===== src/rtl/line_sum_window_accumulator_pkg.sv =====
// line_sum_pkg: shared channel map, default widths and channel-count helper for the line-sum accumulator
package line_sum_pkg;
  localparam int CH_ISQ = 0;
  localparam int CH_I = 1;
  localparam int CH_TXI0 = 2;
  localparam int DEF_IN_W = 24;
  localparam int DEF_MAX_LINES = 64;
  typedef logic [DEF_IN_W-1:0] line_sum_t;
  typedef logic [DEF_IN_W+$clog2(DEF_MAX_LINES)-1:0] acc_t;
  function automatic int num_ch(input int num_templates);
    return 2 + num_templates;
  endfunction
endpackage


===== src/rtl/line_sum_window_accumulator_if.sv =====
// line_sum_window_accumulator_if: line-sum input and accumulated-result output bundle
interface line_sum_window_accumulator_if #(
  parameter int NUM_CH = 5,
  parameter int IN_W = 24,
  parameter int OUT_W = 30,
  parameter int LC_W = 7
);
  logic frame_start;
  logic in_valid;
  logic [NUM_CH-1:0][IN_W-1:0] in_sum;
  logic out_valid;
  logic [NUM_CH-1:0][OUT_W-1:0] out_sum;
  logic [LC_W-1:0] line_count;
  logic overflow;
  modport master (output frame_start, in_valid, in_sum, input out_valid, out_sum, line_count, overflow);
  modport slave (input frame_start, in_valid, in_sum, output out_valid, out_sum, line_count, overflow);
endinterface


===== src/rtl/line_sum_window_accumulator_ring_buf.sv =====
// line_sum_ring_buf: depth x width line store; combinational read of the slot about to be overwritten
module line_sum_ring_buf #(
  parameter int DEPTH = 8,
  parameter int W = 120,
  parameter int AW = 3
) (
  input  logic          CLK,
  input  logic          reset,
  input  logic          we_i,
  input  logic [AW-1:0] ptr_i,
  input  logic [W-1:0]  wdata_i,
  output logic [W-1:0]  rdata_o
);
  logic [W-1:0] mem_q [DEPTH];
  assign rdata_o = mem_q[ptr_i];
  always_ff @(posedge CLK or negedge reset)
    if (!reset)
      for (int i = 0; i < DEPTH; i++) mem_q[i] <= '0;
    else if (we_i)
      mem_q[ptr_i] <= wdata_i;
endmodule


===== src/rtl/line_sum_window_accumulator.sv =====
// line_sum_window_accumulator: per-channel line-sum accumulation, cumulative or sliding over WIN_LINES lines
module line_sum_window_accumulator
  import line_sum_pkg::*;
#(
  parameter int NUM_TEMPLATES = 3,
  parameter int IN_W = 24,
  parameter int MAX_LINES = 64,
  parameter int WIN_LINES = 8,
  parameter int SLIDING = 1
) (
  input logic CLK,
  input logic reset,
  line_sum_window_accumulator_if.slave bus
);
  localparam int NUM_CH = num_ch(NUM_TEMPLATES);
  localparam int OUT_W = IN_W + $clog2(MAX_LINES);
  localparam int LC_W = $clog2(MAX_LINES + 1);
  localparam int PW = WIN_LINES > 1 ? $clog2(WIN_LINES) : 1;
  localparam int FW = $clog2(WIN_LINES + 1);
  localparam logic [LC_W-1:0] LC_MAX = LC_W'(MAX_LINES);
  localparam logic [FW-1:0] FILL_MAX = FW'(WIN_LINES);
  localparam logic [PW-1:0] PTR_LAST = PW'(WIN_LINES - 1);
  logic [NUM_CH-1:0][OUT_W-1:0] acc_q, acc_d, acc_b;
  logic [NUM_CH-1:0][IN_W-1:0] old_line;
  logic [LC_W-1:0] cnt_q, cnt_d, cnt_b;
  logic [FW-1:0] fill_q, fill_d, fill_b;
  logic [PW-1:0] ptr_q, ptr_d, ptr_b;
  logic ovf_q, ovf_d, vld_q, vld_d, sat, full, take;
  // frame_start clears first, so a coincident line lands as line 1 of the new frame
  always_comb begin
    acc_b = bus.frame_start ? '0 : acc_q;
    cnt_b = bus.frame_start ? '0 : cnt_q;
    fill_b = bus.frame_start ? '0 : fill_q;
    ptr_b = bus.frame_start ? '0 : ptr_q;
    sat = cnt_b == LC_MAX;
    full = SLIDING != 0 && fill_b == FILL_MAX;
    take = bus.in_valid && (SLIDING != 0 || !sat);
    cnt_d = bus.in_valid && !sat ? cnt_b + 1'b1 : cnt_b;
    ovf_d = (!bus.frame_start && ovf_q) || (bus.in_valid && sat);
    fill_d = bus.in_valid && fill_b != FILL_MAX ? fill_b + 1'b1 : fill_b;
    ptr_d = !bus.in_valid ? ptr_b : ptr_b == PTR_LAST ? '0 : ptr_b + 1'b1;
    vld_d = take && (SLIDING == 0 || fill_d == FILL_MAX);
  end
  for (genvar c = 0; c < NUM_CH; c++) begin : g_ch
    assign acc_d[c] = take ? acc_b[c] + OUT_W'(bus.in_sum[c]) - (full ? OUT_W'(old_line[c]) : '0) : acc_b[c];
  end
  line_sum_ring_buf #(
    .DEPTH(WIN_LINES),
    .W(NUM_CH * IN_W),
    .AW(PW)
  ) u_buf (
    .CLK(CLK),
    .reset(reset),
    .we_i(bus.in_valid && SLIDING != 0),
    .ptr_i(ptr_b),
    .wdata_i(bus.in_sum),
    .rdata_o(old_line)
  );
  always_ff @(posedge CLK or negedge reset)
    if (!reset) begin
      acc_q <= '0;
      cnt_q <= '0;
      fill_q <= '0;
      ptr_q <= '0;
      ovf_q <= 1'b0;
      vld_q <= 1'b0;
    end else begin
      acc_q <= acc_d;
      cnt_q <= cnt_d;
      fill_q <= fill_d;
      ptr_q <= ptr_d;
      ovf_q <= ovf_d;
      vld_q <= vld_d;
    end
  assign bus.out_sum = acc_q;
  assign bus.out_valid = vld_q;
  assign bus.line_count = cnt_q;
  assign bus.overflow = ovf_q;
endmodule

===== src/flat_wrapper.sv =====
// flat-port wrapper written by rule: the top's interface ports become plain ports
module line_sum_window_accumulator_flat import line_sum_pkg::*;
#(
  parameter int NUM_TEMPLATES = 3,
  parameter int IN_W = 24,
  parameter int MAX_LINES = 64,
  parameter int WIN_LINES = 8,
  parameter int SLIDING = 1
)
  (CLK, reset, bus_frame_start, bus_in_valid, bus_in_sum, bus_out_valid, bus_out_sum, bus_line_count, bus_overflow);
  line_sum_window_accumulator_if #(.IN_W(IN_W)) bus_i ();
  input logic CLK;
  input logic reset;
  input wire logic [$bits(bus_i.frame_start)-1:0] bus_frame_start;
  input wire logic [$bits(bus_i.in_valid)-1:0] bus_in_valid;
  input wire logic [$bits(bus_i.in_sum)-1:0] bus_in_sum;
  output wire logic [$bits(bus_i.out_valid)-1:0] bus_out_valid;
  output wire logic [$bits(bus_i.out_sum)-1:0] bus_out_sum;
  output wire logic [$bits(bus_i.line_count)-1:0] bus_line_count;
  output wire logic [$bits(bus_i.overflow)-1:0] bus_overflow;
  assign bus_i.frame_start = bus_frame_start;
  assign bus_i.in_valid = bus_in_valid;
  assign bus_i.in_sum = bus_in_sum;
  assign bus_out_valid = bus_i.out_valid;
  assign bus_out_sum = bus_i.out_sum;
  assign bus_line_count = bus_i.line_count;
  assign bus_overflow = bus_i.overflow;
  line_sum_window_accumulator #(.NUM_TEMPLATES(NUM_TEMPLATES), .IN_W(IN_W), .MAX_LINES(MAX_LINES), .WIN_LINES(WIN_LINES), .SLIDING(SLIDING)) u_core (.CLK(CLK), .reset(reset), .bus(bus_i));
endmodule

===== config.mk =====
export PLATFORM = sky130hd
export DESIGN_NAME = line_sum_window_accumulator_flat
export DESIGN_NICKNAME = d
export VERILOG_FILES = /design/src/rtl/line_sum_window_accumulator_pkg.sv /design/src/rtl/line_sum_window_accumulator_if.sv /design/src/rtl/line_sum_window_accumulator_ring_buf.sv /design/src/rtl/line_sum_window_accumulator.sv /design/src/flat_wrapper.sv
export SDC_FILE = /design/constraint.sdc
export NUM_CORES = 2
export LEC_CHECK = 0
export BUFFER_PORTS_ARGS = -buffer_cell sky130_fd_sc_hd__buf_2
export CAP_MARGIN = 20
export CORE_UTILIZATION = 50
export DETAILED_ROUTE_END_ITERATION = 16
export HOLD_SLACK_MARGIN = 0.03
export PLACE_DENSITY = 0.66
export SLEW_MARGIN = 20
export SYNTH_ARGS = -nofsm -noshare
export SYNTH_HDL_FRONTEND = slang
export SYNTH_SLANG_ARGS = --single-unit

===== constraint.sdc =====
create_clock -name CLK -period 6.1 [get_ports CLK]
set_input_delay 1.22 -clock CLK [delete_from_list [all_inputs] [get_ports CLK]]
set_output_delay 1.22 -clock CLK [all_outputs]
set_load 0.02 [all_outputs]

==> flow_summary.yaml <==
die:
  die_w_um: 348
  coreArea_um2: 118000
  ios: 283
  initial_core_util_pct: 50.6
  dieArea_um2: 121000
  die_y_um: 348
  rows: 126
worst_setup_path:
  end_kind: "register"
  required_ns: 6.69
  cp_slowest_stage_delay_ns: 0.51
  cp_common_cell: "inv_1"
  cp-start-kind: "primary input"
  worstSetupPathType: "in -> reg"
  crit_fanout: 19
  cp.arrival_ns: 6.00
  slowest_stage: "o31ai_1"
  path_buf_inv: 5
  crit_chain: "buf_8, nand2b_2, inv_1, nand2_4, buf_12, o22ai_1, or4_1, a21oi_1, ha_1, inv_1, ha_1, inv_1, fa_1, nor2b_1, o21a_1, o21ai_0, a21oi_1, a211oi_2, o31ai_1, a311oi_2, o21bai_1, xnor2_1, mux2i_1"
  crit_family: "compound AO/OA/AOI/OAI gates"
synth:
  yosysTopAreaCell: "dfrtp_1"
  syn_inst: 5898
  synth_seq_cells: 1126
  synth_most_common_cell: "dfrtp_1"
  yosys-top-cells-area: "dfrtp_1, mux2_2, o21ai_0, nand2_1, fa_1"
  synth-edff-count: 0
  ys.flop_type: "dfrtp_1"
  netlist_area_um2: 59800
  synth_common_cells: "dfrtp_1, nand2_1, o21ai_0"
  synth_top_area_share_pct: 47.1
  syn_nets: 6297
  seq_area_frac_synth_pct: 47.1
  yosysWarnings: 0
  synthArstFlopShare_pct: 100
  postSynthAreaPerCell_um2: 10.1
  ys_types: 93
placed_design:
  hpwl_um: 112000
  gp_congestion: 0.906
  io_buffers: 282
  dp_slack_ns: 0.0396
status:
  status: "finished, final reports clean"
timing:
  fin_ws_ns: 0.696
  finalCritPeriodShare_pct: 88.6
  worstMarginPinSlew_ns: 1.02
  finalCriticalPeriod_ns: 5.40
  slew-limit-headroom_pct: 31.5
  setup_tns_ns: 0
  setup_violations: 0
  slew_violations: 0
  finClkSkew_ns: 0.0285
  fmax_mhz: 185
  final_hold_viol_count: 0
  grt_setup_unrepaired: "false"
global_route:
  grt_overflow: 0
  grt_first_pass_wirelength_um: 272000
  grt-busiest-layer: "met2"
  met3_usage_pct: 4.78
  track_usage_pct: 28.8
  grt_max_degree: 143
  use_met1_pct: 39.6
  grt_pass1_vias: 46000
  antenna_found_initial: 26
  met2_usage_pct: 46.6
cts:
  cts_max_level: 4
  clkLatencyLatePin_ns: 0.75
  cts_resized: 0
  numCtsBuffers: 130
  root_buffer: "clkbuf_16"
  cts_hold_buf: 0
  cts.clk_slew.worst_paths_ns: 0.06
  clock-sinks: 1126
  cts_tree: "done"
  post_cts_buffers: 0
  clockBufferDepth: 3
power_and_ir_drop:
  peakVddDrop_v: 0.000291
  power_density_nw_per_um2: 393
  power.leakage_uw: 0.0322
  finalPower_uw: 26700
route:
  routed_wl_um: 172000
  drt-pass1-iter-count: 6
  drt_iter0_markers: 3410
  ant_nets: 0
  drc: 0
  vias: 45500
  wl_per_cell_um: 22.3
  via_per_inst: 5.88
finish:
  layout.nets: 6503
  drive_gt1_share_pct: 20.7
  area_growth_pct: 13.4
run:
  drv_cap: 0
hold_path:
  hold_path.class: "reg -> reg"
-- metal layers --
metal | vias up | wire, um
met5 | - | 99
met4 | 14 | 4480
met3 | 291 | 10500
met2 | 1320 | 81500
met1 | 22900 | 75800
li1 | 21000 | -
-- state kept, by name (all words and copies together), names as in the netlist --
name and count:
u_core.ptr_q 3, u_core.bus.out_sum 150, u_core.fill_q 4, u_core.u_buf.mem_q 960, u_core.bus.out_valid 1, u_core.bus.line_count 7
u_core.bus.overflow 1
-- logic make-up after synthesis --
family,count (synthesis),share of synthesized area [%]
mux,725,13.5
fa+ha+maj,275,7.26
flops,1126,47.1
simple gates,1411,10.8
compound gates,1467,14.7
buf+inv,777,4.92
xor+xnor,117,1.71
-- worst min-delay path, delay by kind of cell, from the launching register on --
family | cells | cell delay [ns]
AO/OA/AOI/OAI | 1 | 0.06
flip-flops | 1 | 0.34
AND/OR/NAND/NOR | 1 | 0.05
-- cell type report --
| class | count | area (um^2) |
|---|---|---|
| timing repair buffer | 449 | 3200 |
| fill | 10200 | 50400 |
| tap | 1536 | 1920 |
| clock inverter | 42 | 517 |
| antenna | 13 | 32.5 |
| sequential | 1126 | 28200 |
| multi-input combinational | 3995 | 28800 |
| clock buffer | 184 | 3660 |
| inverter | 402 | 1510 |
-- cells in the final DEF (no fill, tap or decap), types with 77 or more instances in the layout --
cell / n
mux2i_1: 154
a21o_1: 77
o21ai_0: 630
buf_2: 279
nand2b_1: 161
nand2_1: 724
nor2_1: 226
o221ai_1: 120
dfrtp_1: 1123
inv_1: 399
ha_1: 155
buf_4: 127
a21oi_1: 341
clkbuf_16: 131
fa_1: 120
mux2_2: 563
o22ai_1: 133
-- final timing paths --
check	from	end	slack, ns	cells past startpoint
min in group asynchronous	reset	u_core.u_buf.mem_q[593]$_DFFE_PN0P_	0.55	1
min	u_core.u_buf.mem_q[715]$_DFFE_PN0P_	u_core.u_buf.mem_q[715]$_DFFE_PN0P_	0.48	2
max in group asynchronous	reset	u_core.u_buf.mem_q[418]$_DFFE_PN0P_	4.17	3
max reg2reg	u_core.ptr_q[1]$_DFF_PN0_	u_core.bus.out_sum[146]$_DFF_PN0_	0.76	22
min reg2reg	u_core.u_buf.mem_q[715]$_DFFE_PN0P_	u_core.u_buf.mem_q[715]$_DFFE_PN0P_	0.48	2
max	bus_frame_start	u_core.bus.out_sum[146]$_DFF_PN0_	0.70	23
-- power by group --
part	internal, uW	leakage, uW	switching, uW	total [uW]
Combinational	3760	0.0155	5000	8760
Sequential	9130	0.0147	1060	10200
Clock	4530	0.00203	3190	7720
-- stage by stage --
step | util (%) | instances | cell area [um^2] | hold WS [ns]
detailed placement | 53.8 | 7508 | 63600 | 0.467
global placement | 53.8 | 7508 | 63600 | 0.457
floorplan | - | 5898 | 59800 | 0.445
finish | 57.4 | 7747 | 67800 | 0.476
global route | 57.3 | 7742 | 67800 | 0.495
CTS | 57.3 | 7734 | 67800 | 0.480
Power figures use the tool's default switching activity.
